`src/rtl/sm_accum_pkg.sv`:
```
// Shared types and saturation limits for the sign-magnitude accumulator.
package sm_accum_pkg;

   typedef enum logic [1:0] {
      IDLE  = 2'd0,
      ACCUM = 2'd1,
      DONE  = 2'd2
   } state_t;

   // Saturation bounds of a w-bit two's-complement accumulator.
   function automatic int acc_max(input int w);
      return (1 << (w - 1)) - 1;
   endfunction

   function automatic int acc_min(input int w);
      return -(1 << (w - 1));
   endfunction

   localparam int ACC_W_DEF = 12;
   localparam int ACC_MAX   = acc_max(ACC_W_DEF);
   localparam int ACC_MIN   = acc_min(ACC_W_DEF);

endpackage

```
`src/rtl/sm_accum_if.sv`:
```
// Batch control, product beat stream and result signals of sm_accum.
interface sm_accum_if #(
   parameter int COUNT_W = 4,
   parameter int ACC_W   = 12
);
   logic                      start;
   logic [COUNT_W-1:0]        len;
   logic                      in_valid;
   logic                      in_ready;
   logic [7:0]                in_mag;
   logic                      in_sign;
   logic signed [ACC_W-1:0]   acc_out;
   logic                      ovf;
   logic                      busy;
   logic                      done;

   modport master (
      output start, len, in_valid, in_mag, in_sign,
      input  in_ready, acc_out, ovf, busy, done
   );

   modport slave (
      input  start, len, in_valid, in_mag, in_sign,
      output in_ready, acc_out, ovf, busy, done
   );
endinterface

```
`src/rtl/sm_to_tc.sv`:
```
// Sign-magnitude product to signed two's-complement; negative zero maps to 0.
module sm_to_tc #(
   parameter int OUT_W = 13
) (
   input  logic                    i_sign,
   input  logic [7:0]              i_mag,
   output logic signed [OUT_W-1:0] o_val
);

   logic signed [OUT_W-1:0] w_mag_ext;

   assign w_mag_ext = signed'({{(OUT_W - 8){1'b0}}, i_mag});
   // Negate only a nonzero magnitude so a -0 beat contributes nothing.
   assign o_val = (i_sign && (i_mag != 8'd0)) ? -w_mag_ext : w_mag_ext;

endmodule

```
`src/rtl/sm_accum.sv`:
```
// Batch accumulator of signed products with saturation and sticky overflow.
module sm_accum
   import sm_accum_pkg::*;
#(
   parameter int COUNT_W = 4,
   parameter int ACC_W   = 12
) (
   input  logic     clk,
   input  logic     rst_n,
   sm_accum_if.slave bus
);

   // One extra bit of headroom lets a single beat's overshoot be detected.
   localparam int SUM_W = ACC_W + 1;
   localparam logic signed [SUM_W-1:0] L_MAX = SUM_W'(acc_max(ACC_W));
   localparam logic signed [SUM_W-1:0] L_MIN = SUM_W'(acc_min(ACC_W));

   state_t                   r_state;
   logic signed [ACC_W-1:0]  r_acc;
   logic                     r_ovf;
   logic [COUNT_W-1:0]       r_cnt;
   logic                     r_done;
   logic                     r_busy;

   logic signed [SUM_W-1:0]  w_beat;
   logic signed [SUM_W-1:0]  w_sum;
   logic                     w_hi;
   logic                     w_lo;
   logic                     w_accept;

   sm_to_tc #(.OUT_W(SUM_W)) u_to_tc (
      .i_sign (bus.in_sign),
      .i_mag  (bus.in_mag),
      .o_val  (w_beat)
   );

   assign w_sum    = $signed({r_acc[ACC_W-1], r_acc}) + w_beat;
   assign w_hi     = (w_sum > L_MAX);
   assign w_lo     = (w_sum < L_MIN);
   assign w_accept = bus.in_valid && (r_state == ACCUM);

   assign bus.in_ready = (r_state == ACCUM);
   assign bus.acc_out  = r_acc;
   assign bus.ovf      = r_ovf;
   assign bus.busy     = r_busy;
   assign bus.done     = r_done;

   // Batch FSM with saturating accumulator, beat counter and registered flags.
   always_ff @(posedge clk or negedge rst_n) begin
      if (!rst_n) begin
         r_state <= IDLE;
         r_acc   <= '0;
         r_ovf   <= 1'b0;
         r_cnt   <= '0;
         r_done  <= 1'b0;
         r_busy  <= 1'b0;
      end else begin
         case (r_state)
            IDLE: begin
               r_done <= 1'b0;
               if (bus.start) begin
                  r_acc  <= '0;
                  r_ovf  <= 1'b0;
                  r_busy <= 1'b1;
                  if (bus.len != '0) begin
                     r_cnt   <= bus.len;
                     r_state <= ACCUM;
                  end else begin
                     r_done  <= 1'b1;
                     r_state <= DONE;
                  end
               end
            end
            ACCUM: begin
               if (w_accept) begin
                  if (w_hi) begin
                     r_acc <= L_MAX[ACC_W-1:0];
                     r_ovf <= 1'b1;
                  end else if (w_lo) begin
                     r_acc <= L_MIN[ACC_W-1:0];
                     r_ovf <= 1'b1;
                  end else begin
                     r_acc <= w_sum[ACC_W-1:0];
                  end
                  r_cnt <= r_cnt - COUNT_W'(1);
                  if (r_cnt == COUNT_W'(1)) begin
                     r_done  <= 1'b1;
                     r_state <= DONE;
                  end
               end
            end
            DONE: begin
               r_done  <= 1'b0;
               r_busy  <= 1'b0;
               r_state <= IDLE;
            end
            default: begin
               r_done  <= 1'b0;
               r_busy  <= 1'b0;
               r_state <= IDLE;
            end
         endcase
      end
   end

endmodule

```
`src/flat_wrapper.sv`:
```
// flat-port wrapper written by rule: the top's interface ports become plain ports
module sm_accum_flat import sm_accum_pkg::*;
#(
   parameter int COUNT_W = 4,
   parameter int ACC_W   = 12
)
  (clk, rst_n, bus_start, bus_len, bus_in_valid, bus_in_mag, bus_in_sign, bus_in_ready, bus_acc_out, bus_ovf, bus_busy, bus_done);
  sm_accum_if #(.COUNT_W(COUNT_W), .ACC_W(ACC_W)) bus_i ();
  input  logic clk;
  input  logic rst_n;
  input wire logic [$bits(bus_i.start)-1:0] bus_start;
  input wire logic [$bits(bus_i.len)-1:0] bus_len;
  input wire logic [$bits(bus_i.in_valid)-1:0] bus_in_valid;
  input wire logic [$bits(bus_i.in_mag)-1:0] bus_in_mag;
  input wire logic [$bits(bus_i.in_sign)-1:0] bus_in_sign;
  output wire logic [$bits(bus_i.in_ready)-1:0] bus_in_ready;
  output wire logic [$bits(bus_i.acc_out)-1:0] bus_acc_out;
  output wire logic [$bits(bus_i.ovf)-1:0] bus_ovf;
  output wire logic [$bits(bus_i.busy)-1:0] bus_busy;
  output wire logic [$bits(bus_i.done)-1:0] bus_done;
  assign bus_i.start = bus_start;
  assign bus_i.len = bus_len;
  assign bus_i.in_valid = bus_in_valid;
  assign bus_i.in_mag = bus_in_mag;
  assign bus_i.in_sign = bus_in_sign;
  assign bus_in_ready = bus_i.in_ready;
  assign bus_acc_out = bus_i.acc_out;
  assign bus_ovf = bus_i.ovf;
  assign bus_busy = bus_i.busy;
  assign bus_done = bus_i.done;
  sm_accum #(.COUNT_W(COUNT_W), .ACC_W(ACC_W)) u_core (.clk(clk), .rst_n(rst_n), .bus(bus_i));
endmodule
```
`config.mk`:
```
export PLATFORM = sky130hd
export DESIGN_NAME = sm_accum_flat
export DESIGN_NICKNAME = d
export VERILOG_FILES = /design/src/rtl/sm_accum_pkg.sv /design/src/rtl/sm_accum_if.sv /design/src/rtl/sm_to_tc.sv /design/src/rtl/sm_accum.sv /design/src/flat_wrapper.sv
export SDC_FILE = /design/constraint.sdc
export NUM_CORES = 1
export LEC_CHECK = 0
export ABC_CLOCK_PERIOD_IN_PS = 4900
export CORE_UTILIZATION = 35
export CTS_BUF_LIST = sky130_fd_sc_hd__clkbuf_8
export CTS_CLUSTER_SIZE = 40
export DETAILED_ROUTE_END_ITERATION = 7
export MAX_ROUTING_LAYER = met4
export PLACE_DENSITY = 0.64
export SYNTH_ARGS = -nofsm -noshare
export SYNTH_HDL_FRONTEND = slang
export SYNTH_SLANG_ARGS = --single-unit
```
`constraint.sdc`:
```
create_clock -name clk -period 4.9 [get_ports clk]
set_clock_uncertainty 0.1 [all_clocks]
set_input_delay 0.49 -clock clk [delete_from_list [all_inputs] [get_ports clk]]
set_output_delay 0.49 -clock clk [all_outputs]
set_load 0.05 [all_outputs]
```
==> out/metrics.cfg <==
[outcome]
status=finished, final reports clean

[synthesis]
synth_nets=234
synth-async-reset-ratio_pct=100.0
ys_seq_elements=21
yosysSeqAreaShare_pct=28.77
ys_warn_count=0
synth_enable_flop_cells=0
syn_area_um2=1827
synth_flop_cell=dfrtp_1
synthCells=199
synth_cell_type_count=47
syn_area_per_cell_um2=9.180

[clocking]
clockBufferDepth=2
clockRootBuffer=clkbuf_8
hold_buffers=0
cts_tree=built
cts_inserted_buffers=3
cts_sinks=21
clk_latency_ps=250
cts-resized-gates=0
h-tree-depth=1
path_clk_slew_ps=70
cts_setup_buffers=0

[floorplan]
die-height_um=74.25
start_util_pct=37.44
die_area_um2=5512
pin_count=33
core_area_um2=4880
die_w_um=74.25
rows=25

[detailed_routing]
drt_iter0_markers=105
ant_nets=0
drc=0
first_pass_iters=4
num_vias=1619
drt-wirelength-per-cell_um=14.52
vias_per_cell=5.397
drt_wl_total_um=4355

[global_routing]
antenna_found_initial=0
grtUsageTotal_pct=17.57
grt_pass1_vias=1502
grt_overflow_total=0
grt_max_degree=22
grt_pass1_wl_um=7251

[sta]
rsz0062_at_grt=false
tns_ps=0
fmax_mhz=242.4
fin_crit_sh_pct=84.19
finalWorstPathRequiredPeriod_ps=4125
worst_pin_slew_ps=949.4
setup_violations=0
max_slew_margin_pct=36.51
hold_violations=0
final_max_slew_viol_count=0

[power_and_ir_drop]
leakage_nw=0.9721
power_density_nw_per_um2=633.0
totalPowerFinal_w=0.001436
max-vdd-ir-drop_uv=264.0

[place]
hpwlAfterDp_um=3505
gp_congestion=0.9376
port_buffers=32

[worst_setup_path]
arrival_ps=4170
cp-start-kind=input port
required_ps=4940
critical_path.endpoint_type=register
path_class=input port to register
cp_max_fo=8

[finish]
antenna_cells=0
drive_above_1_share_pct=4.721
nets=269
syn_to_final_growth_pct=24.18

[worst_hold_path]
holdCritPathClass=register to register

[job]
maxCapViolCount=0

[layout by cell type, fill, tap and decap left out, types with 4 or more instances in the layout]
cell             instances
a21o_1                   4
dfrtp_1                 21
ha_1                    17
nand3_1                  5
o21ai_0                 10
inv_1                   12
a21oi_1                 21
nand2_1                 22
nand2b_1                 5
nor2_1                   8
a211o_1                  4
xnor2_1                  9
o21a_1                   4
clkdlybuf4s50_1         32
a221o_1                  8
xor2_1                   5
[through the flow]
stage | setup WS [ps] | std cells | hold slack, ps | util, % | cell area [um2]
global placement | 596.6 | 296 | 385.7 | 45.56 | 2223
finish | 774.7 | 300 | 402.4 | 46.49 | 2268
floorplan | 1534 | 199 | 94.41 | - | 1827
detailed placement | 534.4 | 296 | 382.9 | 45.56 | 2223
global route | 440.5 | 300 | 461.3 | 46.49 | 2268
CTS | 800.0 | 300 | 420.3 | 46.49 | 2268
[sequential cells by signal, indices dropped and copies added, names as in the netlist]
register,cells
u_core.bus.acc_out,12
u_core.r_cnt,4
u_core.r_state,2
u_core.bus.busy,1
u_core.bus.done,1
u_core.bus.ovf,1
[path summary, 6_finish.rpt]
| path | slack (ps) | cells past startpoint | startpoint | endpoint |
|---|---|---|---|---|
| worst max-delay path | 770 | 14 | bus_in_mag[0] | u_core.bus.acc_out[5]$_DFFE_PN0P_ |
| worst min-delay path | 400 | 2 | u_core.bus.ovf$_DFFE_PN0P_ | u_core.bus.ovf$_DFFE_PN0P_ |
| worst max register to register | 2160 | 9 | u_core.bus.acc_out[0]$_DFFE_PN0P_ | u_core.bus.acc_out[7]$_DFFE_PN0P_ |
| worst min register to register | 400 | 2 | u_core.bus.ovf$_DFFE_PN0P_ | u_core.bus.ovf$_DFFE_PN0P_ |
| max in group asynchronous | 3460 | 1 | rst_n | u_core.bus.acc_out[11]$_DFFE_PN0P_ |
| min in group asynchronous | 660 | 1 | rst_n | u_core.r_state[0]$_DFFE_PN0P_ |
[where the power goes]
group	leakage, nW	switching (W)	internal (W)
clock network	0.0269	0.0000520	0.0000557
logic	0.682	0.000616	0.000385
registers	0.263	0.0000762	0.000251
[layer usage]
layer	GRT usage [%]	share of wire, %	wire [um]
met4	2.516	0.51	22
met3	2.439	1.8	79
met1	25.34	51	2230
met5	-	0	0
met2	26.77	46	2023
[worst max-delay path, cell delays in order]
cell and delay, ps:
clkdlybuf4s50_1 520, inv_1 80, ha_1 240, nor4b_4 150
a21boi_1 470, o31ai_1 180, xnor2_1 190, ha_1 320
o211ai_1 110, o211ai_1 350, nand2_1 140, o211ai_2 440
a21oi_4 150, a221o_1 340
[Yosys cell counts (all sizes together), types with 3 or more instances]
library cell	instances	area share (%)
a211o	4	1.9
a21boi	4	1.6
a21o	4	1.6
a21oi	22	6.6
a221o	8	4.4
dfrtp	21	29
ha	17	12
inv	11	2.3
nand2	22	4.5
nand2b	5	1.7
nand3	5	1.4
nor2	8	1.6
nor3	4	2.0
o211ai	3	1.5
o21a	4	1.6
o21ai	11	3.0
xnor2	9	4.3
xor2	5	2.4
[logic make-up after synthesis]
logic type                 synth area share [%]
AOI/OAI and AO/OA                         29.79
muxes                                     1.096
adders and majority gates                 13.29
xor gates and xnor gates                  6.712
DFF                                       28.77
buffers and inverters                     2.671
and+or+nand+nor                           17.67
[area by class of cell]
cell class                 instances  area (um2)
inverter                          11       41.29
timing repair buffer              32       320.3
sequential                        21       525.5
fill                             497        2611
tap                               67       83.83
multi-input combinational        165        1252
clock inverter                     1       3.754
clock buffer                       3       41.29
Power figures use the tool's default switching activity.
